==> src/rtl/uart_pkg.sv <==
// Shared UART definitions: FSM state encoding, line levels and the receive flag record.
// The state encoding matches the TX FSM so both sides read the same in waveforms.
package uart_pkg;

    localparam int STATE_W = 3;

    localparam logic [STATE_W-1:0] ST_IDLE   = 3'd0;
    localparam logic [STATE_W-1:0] ST_START  = 3'd1;
    localparam logic [STATE_W-1:0] ST_DATA   = 3'd2;
    localparam logic [STATE_W-1:0] ST_PARITY = 3'd3;
    localparam logic [STATE_W-1:0] ST_STOP   = 3'd4;

    localparam logic START_LVL = 1'b0;
    localparam logic STOP_LVL  = 1'b1;
    localparam logic IDLE_LVL  = 1'b1;

    typedef struct packed {
        logic parity_err;
        logic frame_err;
    } rx_flags_t;

    // 1 when the received parity bit disagrees with the data word.
    function automatic logic parity_error(input logic parity_bit, input logic word_xor,
                                          input logic odd);
        return parity_bit ^ word_xor ^ odd;
    endfunction

endpackage

==> src/rtl/uart_rx_sync.sv <==
// Two-flop synchronizer bringing the asynchronous serial line into the clock domain.
// Both flops reset to the idle line level so reset never looks like a start bit.
module uart_rx_sync
    import uart_pkg::*;
(
    input  logic clock,
    input  logic reset,
    input  logic rx_serial,
    output logic rx_s
);

    logic meta;

    // NOTE: sequential state is assigned with <= so every flop samples pre-edge values.
    always_ff @(posedge clock or posedge reset) begin
        if (reset) begin
            meta <= IDLE_LVL;
            rx_s <= IDLE_LVL;
        end else begin
            meta <= rx_serial;
            rx_s <= meta;
        end
    end

endmodule

==> src/rtl/uart_rx_controlpath.sv <==
// UART receiver: oversampled start detection, mid-bit sampling of data/parity/stop,
// one-cycle data_valid with parity and framing flags held until the next word.
module uart_rx_controlpath
    import uart_pkg::*;
#(
    parameter int OVERSAMPLE = 16,
    parameter int DATA_BITS  = 8,
    parameter int PARITY_EN  = 1,
    parameter int PARITY_ODD = 0
) (
    input  logic                 clock,
    input  logic                 reset,
    input  logic                 sample_tick,
    input  logic                 rx_serial,
    output logic [DATA_BITS-1:0] data_out,
    output logic                 data_valid,
    output logic                 parity_err,
    output logic                 frame_err,
    output logic                 busy
);

    localparam int TICK_W = $clog2(OVERSAMPLE);
    localparam int BIT_W  = $clog2(DATA_BITS);

    localparam logic [TICK_W-1:0] HALF_LAST = TICK_W'(OVERSAMPLE / 2 - 1);
    localparam logic [TICK_W-1:0] FULL_LAST = TICK_W'(OVERSAMPLE - 1);
    localparam logic [BIT_W-1:0]  LAST_BIT  = BIT_W'(DATA_BITS - 1);
    localparam logic              ODD_BIT   = (PARITY_ODD != 0);
    localparam logic              HAS_PAR   = (PARITY_EN != 0);

    logic                 rx_s;

    logic [STATE_W-1:0]   state, state_n;
    logic [TICK_W-1:0]    tick_cnt, tick_n;
    logic [BIT_W-1:0]     bit_cnt, bit_n;
    logic [DATA_BITS-1:0] shreg, shreg_n;
    logic                 perr, perr_n;
    logic                 armed, armed_n;
    logic                 deliver;
    logic                 mid_half, mid_full;
    rx_flags_t            flags;

    uart_rx_sync u_sync (
        .clock     (clock),
        .reset     (reset),
        .rx_serial (rx_serial),
        .rx_s      (rx_s)
    );

    assign mid_half = (tick_cnt == HALF_LAST);
    assign mid_full = (tick_cnt == FULL_LAST);

    // NOTE: every signal gets a default at the top so no path leaves it unassigned (no latches).
    always_comb begin
        state_n = state;
        tick_n  = tick_cnt;
        bit_n   = bit_cnt;
        shreg_n = shreg;
        perr_n  = perr;
        armed_n = armed;
        deliver = 1'b0;

        if (sample_tick) begin
            if (rx_s == IDLE_LVL) begin
                armed_n = 1'b1;
            end

            case (state)
                ST_IDLE: begin
                    if (armed && rx_s == START_LVL) begin
                        state_n = ST_START;
                        tick_n  = '0;
                    end
                end

                ST_START: begin
                    if (mid_half) begin
                        if (rx_s == START_LVL) begin
                            state_n = ST_DATA;
                            tick_n  = '0;
                            bit_n   = '0;
                        end else begin
                            state_n = ST_IDLE;
                        end
                    end else begin
                        tick_n = tick_cnt + 1'b1;
                    end
                end

                ST_DATA: begin
                    if (mid_full) begin
                        shreg_n = {rx_s, shreg[DATA_BITS-1:1]};
                        bit_n   = bit_cnt + 1'b1;
                        tick_n  = '0;
                        if (bit_cnt == LAST_BIT) begin
                            state_n = HAS_PAR ? ST_PARITY : ST_STOP;
                        end
                    end else begin
                        tick_n = tick_cnt + 1'b1;
                    end
                end

                ST_PARITY: begin
                    if (mid_full) begin
                        perr_n  = parity_error(rx_s, ^shreg, ODD_BIT);
                        state_n = ST_STOP;
                        tick_n  = '0;
                    end else begin
                        tick_n = tick_cnt + 1'b1;
                    end
                end

                ST_STOP: begin
                    // Leave at mid-stop so a start bit right after a single stop bit is caught;
                    // a low stop bit disarms start detection until the line returns high.
                    if (mid_full) begin
                        deliver = 1'b1;
                        armed_n = rx_s;
                        state_n = ST_IDLE;
                    end else begin
                        tick_n = tick_cnt + 1'b1;
                    end
                end

                default: state_n = ST_IDLE;
            endcase
        end
    end

    always_ff @(posedge clock or posedge reset) begin
        if (reset) begin
            state    <= ST_IDLE;
            tick_cnt <= '0;
            bit_cnt  <= '0;
            shreg    <= '0;
            perr     <= 1'b0;
            armed    <= 1'b1;
        end else begin
            state    <= state_n;
            tick_cnt <= tick_n;
            bit_cnt  <= bit_n;
            shreg    <= shreg_n;
            perr     <= perr_n;
            armed    <= armed_n;
        end
    end

    // The stop-bit level is still on rx_s in the delivery cycle, so it feeds frame_err directly.
    always_ff @(posedge clock or posedge reset) begin
        if (reset) begin
            data_out   <= '0;
            data_valid <= 1'b0;
            flags      <= '0;
        end else begin
            data_valid <= deliver;
            if (deliver) begin
                data_out         <= shreg;
                flags.frame_err  <= (rx_s != STOP_LVL);
                flags.parity_err <= HAS_PAR && perr;
            end
        end
    end

    assign parity_err = flags.parity_err;
    assign frame_err  = flags.frame_err;
    assign busy       = (state != ST_IDLE);

endmodule

==> config.mk <==
export PLATFORM = sky130hd
export DESIGN_NAME = uart_rx_controlpath
export DESIGN_NICKNAME = d
export VERILOG_FILES = /design/src/rtl/uart_pkg.sv /design/src/rtl/uart_rx_sync.sv /design/src/rtl/uart_rx_controlpath.sv
export SDC_FILE = /design/constraint.sdc
export NUM_CORES = 1
export LEC_CHECK = 0
export ABC_AREA = 0
export CAP_MARGIN = 40
export CORE_MARGIN = 2
export CORE_UTILIZATION = 56
export DETAILED_ROUTE_END_ITERATION = 8
export HOLD_SLACK_MARGIN = 0.12
export PLACE_DENSITY = 0.78
export SYNTH_ARGS = -nofsm -noshare
export SYNTH_HDL_FRONTEND = slang
export SYNTH_SLANG_ARGS = --single-unit
==> constraint.sdc <==
create_clock -name clock -period 2.15 [get_ports clock]
set_clock_uncertainty 0.15 [all_clocks]
set_input_delay 0.5375 -clock clock [delete_from_list [all_inputs] [get_ports clock]]
set_output_delay 0.5375 -clock clock [all_outputs]
set_load 0.05 [all_outputs]
==> impl_results.md, run 1 <==
- Worst-skew pair later-pin latency: 320 ps
- Setup violators final: 0
- CTS tree: yes
- Hold Fails Final Rpt: 0
- Crit-path cells: buf_6, or3_4, buf_8
- Slew Limit Fails: 0
- Main flop type after synthesis: dfrtp_1
- Status: completed
- Synth area leaders: dfrtp_1, mux2_2, nand2_1
- Clock Path Buffers: 2
- Layout cell share with drive strength beyond 1: 33.1%
- DIE AREA: 0.00339 mm²
- Die width: 58.2 µm
- Vias in the first global route: 1183
- Die height: 58.2 µm
- Congestion Overflow GR: 0
- Critical path's slowest cell: dfrtp_1
- Initial drt markers: 39
- DP HPWL: 2170 µm
- GRT Total Usage: 20.8%
- Min cycle time layout: 2110 ps
- Area of the multi-input gates: 757 µm²
- # H-tree levels: 2
- Pre-antenna DRT Iters: 4
- Crit end category: output pin
- Synthesis-stage register bit count: 33
- Max-slew headroom: 64.4%
- Starting Density: 59.2%
- Via count: 1196
- Reg area: 832 µm²
- PortBufs: 15
- Post-Syn Area: 0.00165 mm²
- Worst setup path class: reg -> out
- Final setup TNS: 0 ps
- Syn_nets: 155
- Layout Nets: 187
- Synth top area share: 45.6%
- Layout area overhead: 18.8%
- Post-Route WL: 3070 µm
- Top cells by instance count after synthesis: dfrtp_1, nand2_1, mux2_2
- Sequential area share after synthesis: 50.3%
- Clk root buf: clkbuf_4
- Routability cong.: 0.778
- Largest net degree at the start of global routing: 34
- Syn avg cell area: 11.1 µm²
- Max Cap Viol: 0
- Core area: 0.00278 mm²
- Syn Inst Count: 148
- Antenna violations before repair: 0
- Fillers: 210
- Clock sinks: 33
- Worst Tran Pin Value: 533 ps
- Largest stage delay, worst path: 400 ps
- FP Rows: 19
- First-pass GRT wire length: 5260 µm
- Residual DRC: 0
- CP Data Arrival Time: 1420 ps
- Ys async rst share: 100%
- Synth area leader: dfrtp_1
- Period utilisation layout: 98.1%
- Clock-pin slew on the worst setup and hold paths: 100 ps
- CTS Buf Count: 5
- CP Launch Type: register
- Peak VDD IR: 0.000637 V
- Pwr dens: 884 mW/mm²
- Hold buffers post-CTS: 0
- Antenna fix cells: 0
- Post-route ant nets: 0
- Post-synth cell types: 45
- Final worst slack: 40.2 ps
- Worst Hold Class: reg -> reg
- Placed cell count: 199
- Worst Path Required: 1460 ps
- Pre-CTS setup slack: 43.8 ps
- Leak: 0.00101 µW
- Max Freq: 0.474 GHz
- Non-filler instance count after layout: 212
- EDFF count, synth: 0
- Final core occ: 70.4%
- Crit Path Max Fanout: 7
- I/O pin count: 16
- Yosys warnings: 0
- Wire per inst: 14.5 µm
- Overall Power: 1730 µW
- Avg Vias per Cell: 5.64
through the flow:
stage	hold slack, ps	cell area (µm²)
floorplan	195	1650
detailed placement	202	1850
global placement	196	1850
global route	218	1960
CTS	215	1920
finish	212	1960
critical path, delay by kind of cell, from the launching register on:
kind / cells / cell delay, ps
flip-flops: 1 / 400
AND/OR/NAND/NOR: 1 / 400
buffers and inverters: 2 / 300
cell type report:
class                           count  share of cell area, %
Clock buffer                        6                   2.11
Tap cell                           31                   1.98
Clock inverter                      2                  0.512
Multi-Input combinational cell    101                   38.7
Inverter                            9                   1.73
Timing Repair Buffer               30                   12.5
Sequential cell                    33                   42.5
cell usage in the layout (no fill, tap or decap), types with 2 or more instances in the layout:
master / count
clkinv_2: 2
ha_1: 3
dfrtp_1: 28
dfrtp_2: 2
clkbuf_4: 5
o211ai_1: 4
mux2_1: 3
o21ai_0: 4
dfstp_2: 3
xnor2_1: 5
nand3_1: 3
inv_1: 8
and3_1: 3
buf_4: 25
nand2_1: 30
o2111ai_1: 2
mux2_2: 11
nor2_1: 5
clkdlybuf4s50_1: 3
report_power, final:
| part | switching [µW] | total (µW) | leakage, µW | internal, µW |
|---|---|---|---|---|
| Combinational | 317 | 635 | 0.000537 | 318 |
| Sequential | 80.5 | 771 | 0.000438 | 691 |
| Clock | 199 | 323 | 0.0000320 | 124 |
| Total | 596 | 1730 | 0.00101 | 1130 |
routing by layer:
metal | vias up | wire length [µm] | GRT usage [%] | share of wire, %
li1 | 576 | - | - | -
met3 | 7 | 120 | 4.69 | 3.9
met5 | - | 0 | 0 | 0
met2 | 30 | 1480 | 32.5 | 48
met4 | 0 | 63 | 9.63 | 2.1
met1 | 583 | 1410 | 27.8 | 46
kinds of logic (layout without fill, tap and decap cells):
group,Yosys count,count (layout),synth area share [%]
AO/OA/AOI/OAI,19,19,9.26
XOR/XNOR,7,7,4.56
adder cells (fa/ha/maj),3,3,2.28
buffers and inverters,14,47,4.02
flip-flops,33,33,50.3
multiplexers,15,15,10.2
AND/OR/NAND/NOR,57,57,19.4
state kept, by name, indices dropped and copies added (netlist names), 3 cells and up:
| signal | count |
|---|---|
| bit_cnt | 3 |
| data_out | 8 |
| state | 3 |
| shreg | 8 |
| tick_cnt | 4 |
repair_timing:
action	CTS	global route
pin swaps	0	1
endpoints found under the setup margin	1	1
resized for setup	3	3
setup buffers	1	4
hold endpoints to repair	0	0
final timing paths:
path	from	end	slack, ps	cells after the start
worst max-delay path	state[0]$_DFFE_PP0P_	busy	40	3
max in group asynchronous	reset	u_sync.meta$_DFF_PP1_	1070	3
worst max register to register	state[2]$_DFFE_PP0P_	shreg[7]$_DFFE_PP0P_	120	5
min in group asynchronous	reset	tick_cnt[2]$_DFFE_PP0P_	450	3
worst min-delay path	u_sync.meta$_DFF_PP1_	u_sync.rx_s$_DFF_PP1_	210	0
worst min register to register	u_sync.meta$_DFF_PP1_	u_sync.rx_s$_DFF_PP1_	210	0
Note: power is estimated with default switching activity, not from simulation.
==> inputs of run 2 (changes only) <==
Settings changed: CTS_CLUSTER_DIAMETER from default to 120, TNS_END_PERCENT from default to 100.
==> results of run 2 <==
Same layout as run 1: the final DEF is identical, and so are final timing and power.
==> inputs of run 3 (changes only) <==
Settings changed: SKIP_LAST_GASP from default to 1, TNS_END_PERCENT 100 to 20.
==> results of run 3 <==
Same layout as run 1: the final DEF is identical, and so are final timing and power.
